File: config.mk
export PLATFORM = sky130hd
export DESIGN_NAME = dvp_raw_source
export DESIGN_NICKNAME = d
export VERILOG_FILES = /design/src/rtl/dvp_raw_source.sv
export SDC_FILE = /design/constraint.sdc
export NUM_CORES = 1
export LEC_CHECK = 0
export ABC_AREA = 0
export BUFFER_PORTS_ARGS = -buffer_cell sky130_fd_sc_hd__buf_2
export CELL_PAD_IN_SITES_DETAIL_PLACEMENT = 0
export CELL_PAD_IN_SITES_GLOBAL_PLACEMENT = 1
export CORE_MARGIN = 10
export CORE_UTILIZATION = 51
export CTS_CLUSTER_SIZE = 12
export DETAILED_ROUTE_END_ITERATION = 16
export GPL_ROUTABILITY_DRIVEN = 1
export PLACE_DENSITY_LB_ADDON = 0.12
export SLEW_MARGIN = 40
export SYNTH_ARGS = -nofsm -noshare
export SYNTH_HDL_FRONTEND = slang
export SYNTH_SLANG_ARGS = --single-unit
File: constraint.sdc
create_clock -name clk -period 9.1 [get_ports clk]
set_input_delay 0.455 -clock clk [delete_from_list [all_inputs] [get_ports clk]]
set_output_delay 0.455 -clock clk [all_outputs]
set_load 0.005 [all_outputs]
File: src/rtl/dvp_raw_source.sv
// DVP-style RAW8 RGGB test-pattern source: vsync/href/data frame timing plus
// four selectable patterns, all outputs registered.
module dvp_raw_source #(
  parameter int H_ACTIVE  = 1024,
  parameter int H_BLANK   = 256,
  parameter int V_ACTIVE  = 1024,
  parameter int VSYNC_LEN = 4,
  parameter int V_BP      = 16,
  parameter int V_FP      = 4,
  parameter bit VSYNC_POL = 1'b1,
  parameter int BAR_SHIFT = 7
) (
  input  logic       clk,
  input  logic       reset_n,
  input  logic       enable,
  input  logic [1:0] pattern_sel,
  output logic       out_vsync,
  output logic       out_href,
  output logic [7:0] out_data,
  output logic       frame_done,
  output logic [7:0] frame_cnt
);

  localparam int H_TOTAL = H_ACTIVE + H_BLANK;
  localparam int LINES   = VSYNC_LEN + V_BP + V_ACTIVE + V_FP;
  localparam int HW      = $clog2(H_TOTAL + 1);
  localparam int VW      = $clog2(LINES + 1);

  localparam logic [HW-1:0] H_LAST  = HW'(H_TOTAL - 1);
  localparam logic [HW-1:0] H_ACT   = HW'(H_ACTIVE);
  localparam logic [VW-1:0] V_LAST  = VW'(LINES - 1);
  localparam logic [VW-1:0] V_BP0   = VW'(VSYNC_LEN);
  localparam logic [VW-1:0] V_ACT0  = VW'(VSYNC_LEN + V_BP);
  localparam logic [VW-1:0] V_FP0   = VW'(VSYNC_LEN + V_BP + V_ACTIVE);

  // {R,G,B} presence per bar, bar 7 in the top bits.
  localparam logic [23:0] BAR_RGB = {3'b000, 3'b001, 3'b100, 3'b101,
                                     3'b010, 3'b011, 3'b110, 3'b111};

  typedef enum logic [2:0] {IDLE, VSYNC, VBP, ACTIVE, VFP} state_t;

  state_t          state, state_n;
  logic [HW-1:0]   h_cnt, h_n;
  logic [VW-1:0]   v_cnt, v_n;
  logic [1:0]      pat_q, pat_n;
  logic [7:0]      frame_val, frame_val_n;
  logic [7:0]      cnt_n, data_n, x8, y8;
  logic [2:0]      bar, rgb;
  logic            vsync_n, href_n, done_n, start, last, chan_on;

  function automatic state_t region(input logic [VW-1:0] v);
    if (v < V_BP0)       return VSYNC;
    else if (v < V_ACT0) return VBP;
    else if (v < V_FP0)  return ACTIVE;
    else                 return VFP;
  endfunction

  // Counters and outputs are computed for the position being entered, so
  // every output is registered alongside the counter that describes it.
  always_comb begin
    state_n     = state;
    h_n         = h_cnt;
    v_n         = v_cnt;
    pat_n       = pat_q;
    frame_val_n = frame_val;
    cnt_n       = frame_cnt;
    done_n      = 1'b0;
    start       = 1'b0;
    last        = (h_cnt == H_LAST) && (v_cnt == V_LAST);

    if (state == IDLE) begin
      start = enable;
    end else if (last) begin
      start   = enable;
      state_n = IDLE;
      h_n     = '0;
      v_n     = '0;
    end else begin
      if (h_cnt == H_LAST) begin
        h_n = '0;
        v_n = v_cnt + 1'b1;
      end else begin
        h_n = h_cnt + 1'b1;
      end
      state_n = region(v_n);
    end

    if (start) begin
      state_n     = VSYNC;
      h_n         = '0;
      v_n         = '0;
      pat_n       = pattern_sel;
      frame_val_n = frame_cnt;
    end

    if (state_n != IDLE && h_n == H_LAST && v_n == V_LAST) begin
      done_n = 1'b1;
      cnt_n  = frame_cnt + 8'd1;
    end

    vsync_n = (state_n == VSYNC) ? VSYNC_POL : ~VSYNC_POL;
    href_n  = (state_n == ACTIVE) && (h_n < H_ACT);

    x8  = 8'(h_n);
    y8  = 8'(v_n - V_ACT0);
    bar = h_n[BAR_SHIFT +: 3];
    rgb = BAR_RGB[3*int'(bar) +: 3];
    if (!y8[0] && !x8[0])     chan_on = rgb[2];
    else if (y8[0] && x8[0])  chan_on = rgb[0];
    else                      chan_on = rgb[1];

    data_n = '0;
    if (href_n) begin
      case (pat_n)
        2'd0:    data_n = chan_on ? 8'hFF : 8'h00;
        2'd1:    data_n = x8;
        2'd2:    data_n = frame_val_n;
        default: data_n = x8 ^ y8;
      endcase
    end
  end

  always_ff @(posedge clk or negedge reset_n) begin
    if (!reset_n) begin
      state      <= IDLE;
      h_cnt      <= '0;
      v_cnt      <= '0;
      pat_q      <= '0;
      frame_val  <= '0;
      out_vsync  <= ~VSYNC_POL;
      out_href   <= 1'b0;
      out_data   <= '0;
      frame_done <= 1'b0;
      frame_cnt  <= '0;
    end else begin
      state      <= state_n;
      h_cnt      <= h_n;
      v_cnt      <= v_n;
      pat_q      <= pat_n;
      frame_val  <= frame_val_n;
      out_vsync  <= vsync_n;
      out_href   <= href_n;
      out_data   <= data_n;
      frame_done <= done_n;
      frame_cnt  <= cnt_n;
    end
  end

endmodule

==> results.yml <==
status:
  outcome: "complete, no violations"
yosys:
  ys.flop_type: "dfrtp_1"
  synth-adder-area-share_pct: 2.59
  ys_types: 69
  synthXorXnorAreaFrac_pct: 7.01
  synth-simple-area-share_pct: 28.0
  synth_edf_count: 0
  syn_inst: 355
  synthArstFlopShare_pct: 100
  synthMuxAreaShare_pct: 2.48
  synth-seq-area-share_pct: 40.0
  syn_nets: 367
  yosysWarnings: 0
  synth_area_um2: 3380
  synth_compound_area_share_pct: 16.1
  ys_seq_elements: 54
  synth_top_family_by_area: "simple AND/OR/NAND/NOR gates"
  syn_area_per_cell_um2: 9.51
floorplan:
  io_pins: 24
  initial_core_util_pct: 52.9
  die_h_um: 101
  placeableCoreArea_um2: 6390
  die_x_um: 101
  die_area_um2: 10300
  num_rows: 29
power:
  power.density_nw_per_um2: 223
  pwr-share-comb_pct: 43.4
  p_sw_mw: 0.352
  power_mw: 0.810
  leakage_nw: 1.64
  p_int_mw: 0.458
  share_seq_of_total_power_pct: 40.4
  ir_drop_uv: 145
  p_clk_share_pct: 16.2
  switching_share_pct: 43.5
worst_setup_path:
  crit_path_start: "h_cnt[0]"
  crit_chain: "ha_1 > nand2_1 > or3_1 > o21ai_2 > or4_4 > and3_1 > ha_1 > nand3_1 > nor2_1 > nand2_1 > nand4b_1 > nor4_4 > nand2_2 > mux2_1"
  crit_fanout: 8
  crit_slowest_cell: "or3_1"
  path_class: "register to register"
  cp_data_arrival_time_ps: 4010
  worstReg2RegStart: "h_cnt[0]"
  slowest_delay_ps: 570
  startpoint_type: "register"
  endpoint_kind: "register"
  worstPathRequired_ps: 9290
placed_design:
  dpl.hpwl_um: 6590
  io_buffers: 23
  place_worst_setup_slack_ps: 5220
  dpl_cell_area_um2: 3540
  gp_congestion: 0.910
  dp.cells: 446
layout:
  design_area_um2: 3630
  utilization_pct: 56.9
  layout_commonest_cell: "dfrtp_1"
  fin_cells: 453
  nets: 388
  syn2layout_area_growth_pct: 7.56
  antennaDiodeCount: 0
  seq_area_um2: 1350
  final_layout_size_suffix_gt1_share_pct: 18.1
  multiInputGateArea_um2: 1910
  final_cell_mix: "54 x dfrtp_1, 46 x nand2_1, 26 x nand3_1"
  fill_cells: 594
global_routing:
  grt_max_degree: 55
  grt_pass1_wl_um: 14800
  grt_pass1_vias: 2810
  grt_usage_pct: 17.9
  overflow: 0
  antenna_found_initial: 0
sta:
  finalSetupTns_ps: 0
  tightest_slew_ps: 716
  finalSetupViolCount: 0
  fin_crit_ps: 3810
  post-route-period-util_pct: 41.9
  relSlewSlack_pct: 52.3
  finalMaxSlewViolations: 0
  fin_ws_ps: 5290
  hold_ws_ps: 249
  finalHoldViolations: 0
  skew_ps: 13.9
  fmax_mhz: 262
  rsz0062_at_grt: "false"
routing:
  vias: 2744
  drtPass1Iterations: 4
  wl_per_cell_um: 19.4
  vias_per_cell: 6.06
  routed_wl_um: 8780
  final_antenna_net_count: 0
  route.detailed.drc: 0
  drt_iter0_drc: 198
clock_tree:
  cts_tree: "built"
  ctsResizeCount: 0
  clockRootBuffer: "clkbuf_8"
  clk_pin_slew_worst_paths_ps: 100
  cts_made_buffers: 5
  post-cts-setup-buffers: 0
  max-clock-path-buffers: 2
  htreeDepth: 2
  holdBufCountCts: 0
  clkSinkCount: 54
  insertion_delay_ps: 310
worst_hold_path:
  hold_class: "input pin to async pin"
flow_run:
  drv_cap: 0
## worst paths after layout
path	to	slack, ps	depth (start not counted)
worst min-delay path	v_cnt[4]	250	2
worst min register to register	frame_val[4]	490	2
max in group asynchronous	out_vsync	8360	2
worst max-delay path	frame_cnt[1]	5290	14
min in group clk	frame_val[4]	490	2
worst max register to register	frame_cnt[1]	5290	14
## cell usage after synthesis (6+ instances only)
library cell	number	share of area (%)
nand3_1	26	3.9
nand4_1	6	1.1
ha_1	7	2.6
a31oi_1	6	1.1
dfrtp_1	54	40
nor2_1	24	2.7
o21ai_0	10	1.5
buf_2	8	1.2
a21oi_1	11	1.6
and3_1	10	1.9
nand2_1	46	5.1
inv_1	14	1.6
xnor2_1	20	5.2
xor2_1	7	1.8
## cell families after synthesis
family | after synthesis
AND/OR/NAND/NOR | 164
AO/OA/AOI/OAI | 69
flip-flops | 54
XOR/XNOR | 27
buffers and inverters | 26
multiplexers | 8
adder cells (fa/ha/maj) | 7
## state kept, by name, indices dropped and copies added, names as in the netlist
name	count
frame_cnt	8
frame_done	1
frame_val	8
h_cnt	11
out_data	8
out_href	1
out_vsync	1
pat_q	2
state	3
v_cnt	11
## power by group through the flow
stage                     clock network, mW  logic (mW)  registers [mW]
after floorplan                           0       0.271           0.311
after global placement                    0       0.349           0.330
after detailed placement                  0       0.348           0.330
after CTS                             0.133       0.350           0.326
after global routing                  0.144       0.394           0.335
final                                 0.131       0.352           0.327
## worst max-delay path: cells and delay by family (launching register included)
family / cells / cell delay [ps]
compound gates: 1 / 340
simple gates: 10 / 2190
mux: 1 / 320
fa+ha+maj: 2 / 440
flops: 1 / 410
## final cells by class
class / count / area share (%)
flip-flops and latches: 54 / 37.2
multi-input cells: 275 / 52.7
clock inverters: 1 / 0.207
repair buffers: 26 / 3.79
well taps: 77 / 2.65
clock buffers: 6 / 2.00
inverters: 14 / 1.45
## routing by layer
metal / GRT usage [%] / part of all wire (%) / wire length (um) / up-vias
met4: 5.68 / 1.3 / 116 / 0
met3: 3.61 / 4.4 / 390 / 9
li1: - / - / - / 1336
met1: 23.4 / 46 / 4040 / 1341
met5: 0 / 0 / 0 / -
met2: 28.9 / 48 / 4240 / 58
Power figures use the tool's default switching activity.
